$ cat src/rtl/uart_pkg.sv
// Shared UART definitions: FSM state encoding, default frame parameters, system clock.
package uart_pkg;

   localparam int unsigned CLK_FREQ_HZ    = 100_000_000;
   localparam int unsigned DEF_DATA_BITS  = 8;
   localparam int unsigned DEF_OVERSAMPLE = 16;
   localparam int unsigned DEF_SB_TICK    = 16;
   localparam int unsigned STATE_W        = 3;

   typedef enum logic [STATE_W-1:0] {
      IDLE   = 3'd0,
      START  = 3'd1,
      DATA   = 3'd2,
      PARITY = 3'd3,
      STOP   = 3'd4
   } state_e;

   function automatic int unsigned max_u(input int unsigned a, input int unsigned b);
      return (a > b) ? a : b;
   endfunction

endpackage

$ cat src/rtl/uart_sync2.sv
// Two-flop synchroniser; both flops preset to 1 so an idle-high line sees no false edge out of reset.
module uart_sync2 (
   input  logic clk,
   input  logic reset,
   input  logic d,
   output logic q
);

   logic meta;

   always_ff @(posedge clk or negedge reset) begin
      if (!reset) begin
         meta <= 1'b1;
         q    <= 1'b1;
      end else begin
         meta <= d;
         q    <= meta;
      end
   end

endmodule

$ cat src/rtl/uart_rx.sv
// UART receiver driven by a 16x oversampling tick; one done strobe per frame.
// Optional parity stage and parity_err output enabled by defining UART_RX_PARITY_EN.
module uart_rx
   import uart_pkg::*;
#(
   parameter int unsigned DATA_BITS  = DEF_DATA_BITS,
   parameter int unsigned OVERSAMPLE = DEF_OVERSAMPLE,
   parameter int unsigned SB_TICK    = DEF_SB_TICK
`ifdef UART_RX_PARITY_EN
   ,
   parameter int unsigned PARITY_ODD = 0
`endif
) (
   input  logic                 clk,
   input  logic                 reset,
   input  logic                 rx,
   input  logic                 s_tick,
   output logic [DATA_BITS-1:0] dout,
   output logic                 rx_done_tick,
   output logic                 frame_err
`ifdef UART_RX_PARITY_EN
   ,
   output logic                 parity_err
`endif
);

   localparam int unsigned S_W = $clog2(max_u(OVERSAMPLE, SB_TICK));
   localparam int unsigned N_W = $clog2(DATA_BITS);

   localparam logic [STATE_W-1:0] S_IDLE   = IDLE;
   localparam logic [STATE_W-1:0] S_START  = START;
   localparam logic [STATE_W-1:0] S_DATA   = DATA;
   localparam logic [STATE_W-1:0] S_STOP   = STOP;
`ifdef UART_RX_PARITY_EN
   localparam logic [STATE_W-1:0] S_PARITY = PARITY;
   localparam logic [STATE_W-1:0] S_AFTER_DATA = S_PARITY;
`else
   localparam logic [STATE_W-1:0] S_AFTER_DATA = S_STOP;
`endif

   logic                 rx_s;
   logic [STATE_W-1:0]   state_q, state_d;
   logic [S_W-1:0]       s_q, s_d;
   logic [N_W-1:0]       n_q, n_d;
   logic [DATA_BITS-1:0] shift_q, shift_d;
   logic [DATA_BITS-1:0] dout_d;
   logic                 done_d;
   logic                 ferr_d;
`ifdef UART_RX_PARITY_EN
   logic                 par_q, par_d;
   logic                 perr_d;
`endif

   uart_sync2 u_sync (
      .clk   (clk),
      .reset (reset),
      .d     (rx),
      .q     (rx_s)
   );

   // State, counters and registered outputs
   always_ff @(posedge clk or negedge reset) begin
      if (!reset) begin
         state_q      <= S_IDLE;
         s_q          <= '0;
         n_q          <= '0;
         shift_q      <= '0;
         dout         <= '0;
         rx_done_tick <= 1'b0;
         frame_err    <= 1'b0;
`ifdef UART_RX_PARITY_EN
         par_q        <= 1'b0;
         parity_err   <= 1'b0;
`endif
      end else begin
         state_q      <= state_d;
         s_q          <= s_d;
         n_q          <= n_d;
         shift_q      <= shift_d;
         dout         <= dout_d;
         rx_done_tick <= done_d;
         frame_err    <= ferr_d;
`ifdef UART_RX_PARITY_EN
         par_q        <= par_d;
         parity_err   <= perr_d;
`endif
      end
   end

   // Next-state and output logic; counters only move on s_tick
   always_comb begin
      state_d = state_q;
      s_d     = s_q;
      n_d     = n_q;
      shift_d = shift_q;
      dout_d  = dout;
      ferr_d  = frame_err;
      done_d  = 1'b0;
`ifdef UART_RX_PARITY_EN
      par_d   = par_q;
      perr_d  = parity_err;
`endif
      case (state_q)
         S_IDLE: begin
            if (!rx_s) begin
               state_d = S_START;
               s_d     = '0;
            end
         end
         S_START: begin
            if (s_tick) begin
               if (s_q == S_W'(OVERSAMPLE/2 - 1)) begin
                  // Mid-bit confirm; a high line here was only a glitch
                  if (!rx_s) begin
                     state_d = S_DATA;
                     s_d     = '0;
                     n_d     = '0;
                  end else begin
                     state_d = S_IDLE;
                  end
               end else begin
                  s_d = s_q + S_W'(1);
               end
            end
         end
         S_DATA: begin
            if (s_tick) begin
               if (s_q == S_W'(OVERSAMPLE - 1)) begin
                  s_d     = '0;
                  shift_d = {rx_s, shift_q[DATA_BITS-1:1]};
                  if (n_q == N_W'(DATA_BITS - 1)) begin
                     state_d = S_AFTER_DATA;
                  end else begin
                     n_d = n_q + N_W'(1);
                  end
               end else begin
                  s_d = s_q + S_W'(1);
               end
            end
         end
`ifdef UART_RX_PARITY_EN
         S_PARITY: begin
            if (s_tick) begin
               if (s_q == S_W'(OVERSAMPLE - 1)) begin
                  s_d     = '0;
                  par_d   = rx_s;
                  state_d = S_STOP;
               end else begin
                  s_d = s_q + S_W'(1);
               end
            end
         end
`endif
         S_STOP: begin
            if (s_tick) begin
               if (s_q == S_W'(SB_TICK - 1)) begin
                  state_d = S_IDLE;
                  dout_d  = shift_q;
                  ferr_d  = ~rx_s;
                  done_d  = 1'b1;
`ifdef UART_RX_PARITY_EN
                  perr_d  = (^shift_q) ^ par_q ^ 1'(PARITY_ODD);
`endif
               end else begin
                  s_d = s_q + S_W'(1);
               end
            end
         end
         default: begin
            state_d = S_IDLE;
         end
      endcase
   end

endmodule
$ cat config.mk
export PLATFORM = sky130hd
export DESIGN_NAME = uart_rx
export DESIGN_NICKNAME = d
export VERILOG_FILES = /design/src/rtl/uart_pkg.sv /design/src/rtl/uart_sync2.sv /design/src/rtl/uart_rx.sv
export SDC_FILE = /design/constraint.sdc
export NUM_CORES = 1
export LEC_CHECK = 0
export BUFFER_PORTS_ARGS = -buffer_cell sky130_fd_sc_hd__buf_2
export CAP_MARGIN = 20
export CORE_UTILIZATION = 37
export CTS_CLUSTER_SIZE = 20
export DETAILED_ROUTE_END_ITERATION = 12
export PLACE_DENSITY = 0.63
export SYNTH_ARGS = -nofsm -noshare
export SYNTH_HDL_FRONTEND = slang
export SYNTH_SLANG_ARGS = --single-unit
$ cat constraint.sdc
create_clock -name clk -period 3.14 [get_ports clk]
set_input_delay 0.157 -clock clk [delete_from_list [all_inputs] [get_ports clk]]
set_output_delay 0.157 -clock clk [all_outputs]
set_load 0.02 [all_outputs]
After elaboration in Yosys (flattened, before gate mapping)
Index checks and enable logic that the tools add are counted.
Word-level totals
  memories kept: 0
  flip-flop bits (word level): 30
  output and inout bits: 10
  memory bits (writable): 0
  memory bits (read-only): 0
  latch bits: 0
Cells by class
  shifts and indexed selects: 0
  magnitude comparators: 0
  $mul: 0
  bitwise logic cells: 1
  div/mod/pow operators: 0
  multiplexer cells: 28
  add/subtract/negate cells: 2
  reductions and logical operators: 8
  equality and inequality tests: 17
Operator list (number)
  $mux 3: 14
  $mux 4: 7
  $ne 2x2->1 const B: 11
  $pmux 4 s4: 1
  $pmux 3 s4: 1
  $reduce_and 8->1: 1
  $reduce_and 7->1: 1
  $eq 3x3->1 const B: 2
  $pmux 3 s2: 1
  $reduce_and 3->1: 2
  $reduce_and 5->1: 1
  $add 4x1->4 const B: 1
  $eq 4x3->1 const B: 1
  $eq 4x4->1 const B: 1
  $reduce_bool 4->1: 1
  $add 3x1->3 const B: 1
  $eq 3x1->1 const B: 1
  $eq 3x2->1 const B: 1
  $logic_not 3->1: 1
  $mux 1: 3
  $mux 2: 1
  $reduce_bool 2->1: 1
  $not 1->1: 1

Logic depth before layout (Yosys ltp)
  depth in word-level cells: 5
  mapped depth: 6
  depth with buffers taken out: 5

Modules after synthesis
A second synthesis with hierarchy kept.
Unflattened totals
  cell total of the unflattened synthesis: 125
  area total of the unflattened synthesis: 1460.2 um2
By module, submodules not included
  uart_rx: cells an instance 123, times used 1, area each 1407.6 um2, sequential area each 700.7 um2
  uart_sync2: cells an instance 2, times used 1, area each 52.6 um2, sequential area each 52.6 um2

Least setup slack after synthesis
No wires, ideal clock.
  path type: register -> register
  from: reg s_q[0]
  to: reg s_q[0]
  path buffers: 1
  required time: 3.015 ns
  library setup time: 0.125 ns
  clock period less this slack: 1.738 ns
  path slack: 1.402 ns
  cell stages (with the launch flop): 7
  data arrival time: 1.613 ns
  cells stage by stage: dfrtp_1 ha_1 and3_1 clkbuf_1 o221ai_1 o311ai_1 mux2_2
Between the ends
  longest elaborated chain between the ends: 4
  elaborated cells on any way between the ends: 13
  classes of those cells: 1 x add/sub; 3 x eq/ne; 8 x mux; 1 x reduce/logical
RTL lines
  from (decl): RTL line uart_rx.sv:43  | logic [S_W-1:0] s_q, s_d;
  from (signal assigned): RTL line uart_rx.sv:65  | s_q <= '0;
  from (signal assigned): RTL line uart_rx.sv:77  | s_q <= s_d;
  $add 4x1->4 (tied with other cells): RTL line uart_rx.sv:122, uart_rx.sv:137, uart_rx.sv:165
  $mux 4, on equally long branches: RTL line uart_rx.sv:156, uart_rx.sv:112, uart_rx.sv:128
  $mux 4, on equally long branches: RTL line uart_rx.sv:155, uart_rx.sv:111, uart_rx.sv:127
  $pmux 4 s4: RTL line uart_rx.sv:103  | case (state_q)
Several ways; a longest one is shown, not always the timed one. The select of a mux whose other input is x is not followed.
A chain may end at the register's enable or synchronous reset.

Worst setup path after layout
Ends and elaborated chain as after synthesis.

==> flow_summary.toml <==
[floorplanning]
num_rows = 22
core_area_mm2 = 0.00372
die_w_um = 64.9
initial_core_util = 0.394
die-area_mm2 = 0.00421
die_h_um = 64.9
design.portCount = 14

[power_and_ir_drop]
p_int_uw = 906
switchingPower_uw = 388
pwr-share-seq = 0.431
pwr_density_cell_mw_per_mm2 = 769
ir_worst_vdd_uv = 375
p_sw_frac = 0.300
p_leak_uw = 0.000851
combPwrFrac = 0.270
clkPwrFrac = 0.299

[critical_path]
r2r_slack_ns = 1.25
startpoint_type = "flop"
arrival_ns = 2.06
crit_required_ns = 3.30
rr_endpoint = "s_q[0]"
cp-end-kind = "flop"
r2r_start = "s_q[0]"
reg2reg_depth = 5
crit_fanout = 6
crit_type = "reg -> reg"

[drt]
first_pass_iters = 4
ant_nets = 0
drtIter0Drc = 32
route.vias.total = 934
wirelength_mm = 2.49
wl_per_cell_um = 13.4
via_per_inst = 5.02
route.detailed.drc = 0

[placement]
port_buffers = 13
dp_hpwl_mm = 1.81
globalplace.congestion = 0.861

[global_routing]
grt.overflow.total = 0
grt_pass1_vias = 959
track_usage = 0.142
grt_pass1_wl_mm = 4.42
grt_max_degree = 31
antenna_found_initial = 0

[synthesis]
synth_ff_type = "dfrtp_1"
synth.top_cell.area_share = 0.479
postSynth.asyncResetShare = 1.00
synth_edf_count = 0
yosysSeqAreaShare = 0.515
synth_compound_area_frac = 0.104
syn_nets = 129
synth_top_family_by_area = "multiplexers"
synth_xor_area_frac = 0.0120
synth_cell_types = 44
synth.most_common_cell = "dfrtp_1"
synth_warnings = 0
syn_inst = 122
ys_ff_latch = 30
yosysTopAreaCell = "dfrtp_1"
synth_mux_area_frac = 0.177
synth_common_cells = "dfrtp_1, mux2_2, nand2_1"
synthSimpleGateAreaFrac = 0.125
syn_avg_cell_area_um2 = 12.0
synth_area_leaders = "dfrtp_1, mux2_2, mux2_4, dfstp_2, ha_1"
synth.cell_area_mm2 = 0.00146
synthAdderAreaFrac = 0.0257

[hold_path]
min_to = "state_q[0]"
min-delay-start = "s_tick"
min_path_type = "in -> reg"
hold_depth = 4

[cts]
cts_buffers = 5
tritoncts = "yes"
cts_sinks = 30
cts_setup_buffers = 0
h-tree-depth = 2
cts_root_buffer = "clkbuf_8"
clock_latency_ns = 0.28
clk_pin_slew_ns = 0.06
cts_buffer_depth = 2

[final_layout]
antenna_cells = 0
syn_to_final_growth_pct = 15.1
nets = 145
layout-drive-gt1-share = 0.326
fillers = 359

[timing]
period_minus_slack_ns = 1.89
hold_slack_ns = 0.330
finalMaxSlewViolations = 0
setup_tns_ns = 0
setup_viol = 0
finalHoldViolations = 0
rsz0062_at_grt = "false"
clock.fmax_mhz = 528
period_share = 0.603
worst_pin_slew_ns = 0.639
maxSlewHeadroom = 0.574
finClkSkew_ns = 0.00435

[job]
maxCapViolations = 0

[run_status]
status = "completed"
[metrics by stage]
stage                     cell area (um^2)  worst slack [ns]  utilization  std cells  power, uW
after floorplan                       1460              1.40            -        122        845
after global placement                1550              1.30        0.417        177        898
after detailed placement              1550              1.26        0.417        177        918
after CTS                             1680              1.23        0.453        186       1310
after global routing                  1680              1.12        0.453        186       1390
final                                 1680              1.25        0.453        186       1290
[kinds of logic after synthesis]
| group | count (synthesis) |
|---|---|
| AND/OR/NAND/NOR | 32 |
| flip-flops | 30 |
| AO/OA/AOI/OAI | 22 |
| multiplexers | 21 |
| buffers and inverters | 12 |
| adder cells (fa/ha/maj) | 3 |
| XOR/XNOR | 2 |
[area by class of cell]
class	instances	area, um^2	share of cell area
sequential	30	753	0.448
multi-input combinational	80	649	0.386
timing repair buffer	15	85.1	0.0506
clock buffer	6	82.6	0.0491
tap	48	60.1	0.0357
clock inverter	1	30.0	0.0178
inverter	6	22.5	0.0134
[placed cells by master, fill, tap and decap left out, types with 2 or more instances in the layout]
| cell | synthesis | routed |
|---|---|---|
| o21a_1 | 3 | 3 |
| dfstp_2 | 2 | 2 |
| dfrtp_1 | 28 | 28 |
| xor2_1 | 2 | 2 |
| nor3_1 | 2 | 2 |
| a21oi_1 | 3 | 3 |
| nand2_1 | 8 | 8 |
| inv_1 | 6 | 6 |
| nand2b_1 | 2 | 2 |
| or2b_1 | 2 | 2 |
| mux2_4 | 7 | 7 |
| mux2i_1 | 3 | 3 |
| o21ai_0 | 4 | 4 |
| nor2_1 | 6 | 6 |
| buf_2 | 2 | 13 |
| and3_1 | 3 | 3 |
| mux2_2 | 10 | 10 |
| dlygate4sd3_1 | 0 | 2 |
| ha_1 | 3 | 3 |
| clkbuf_8 | 0 | 6 |
[timing repair]
item                                   4_1_cts  5_1_grt
endpoints found under the hold margin       29        0
gates resized for setup                      0        0
hold buffers                                 2        0
[worst max-delay path by stage]
stage / startpoint / end / slack, ns / depth (start not counted)
detailed placement: s_q[0] / s_q[0] / 1.26 / 5
floorplan: s_q[0] / s_q[0] / 1.40 / 6
global placement: s_q[0] / s_q[0] / 1.30 / 5
finish: s_q[0] / s_q[0] / 1.25 / 5
CTS: s_q[0] / s_q[0] / 1.23 / 5
global route: s_q[0] / s_q[0] / 1.12 / 5
[sequential cells by signal (all words and copies together), names as in the netlist, 3 cells and up]
register  count
dout          8
shift_q       8
n_q           3
state_q       3
s_q           4
[worst max-delay path: stages, from the launching register on]
cell,delay [ns]
dfrtp_1,0.40
ha_1,0.27
and3_1,0.28
o221ai_1,0.30
o311ai_1,0.23
mux2_2,0.30
[layer usage]
| layer | GRT usage | up-vias | share of wire |
|---|---|---|---|
| li1 | - | 458 | - |
| met1 | 0.173 | 457 | 0.45 |
| met2 | 0.232 | 15 | 0.50 |
| met3 | 0.0423 | 4 | 0.030 |
| met4 | 0.0583 | 0 | 0.017 |
| met5 | 0 | - | 0 |
[power by group through the flow]
stage	clock network [uW]	logic (uW)	registers, uW
finish	387	350	557
global route	415	405	571
CTS	399	357	558
detailed placement	0	353	565
global placement	0	338	560
floorplan	0	324	521
(Power assumes the default switching activity.)
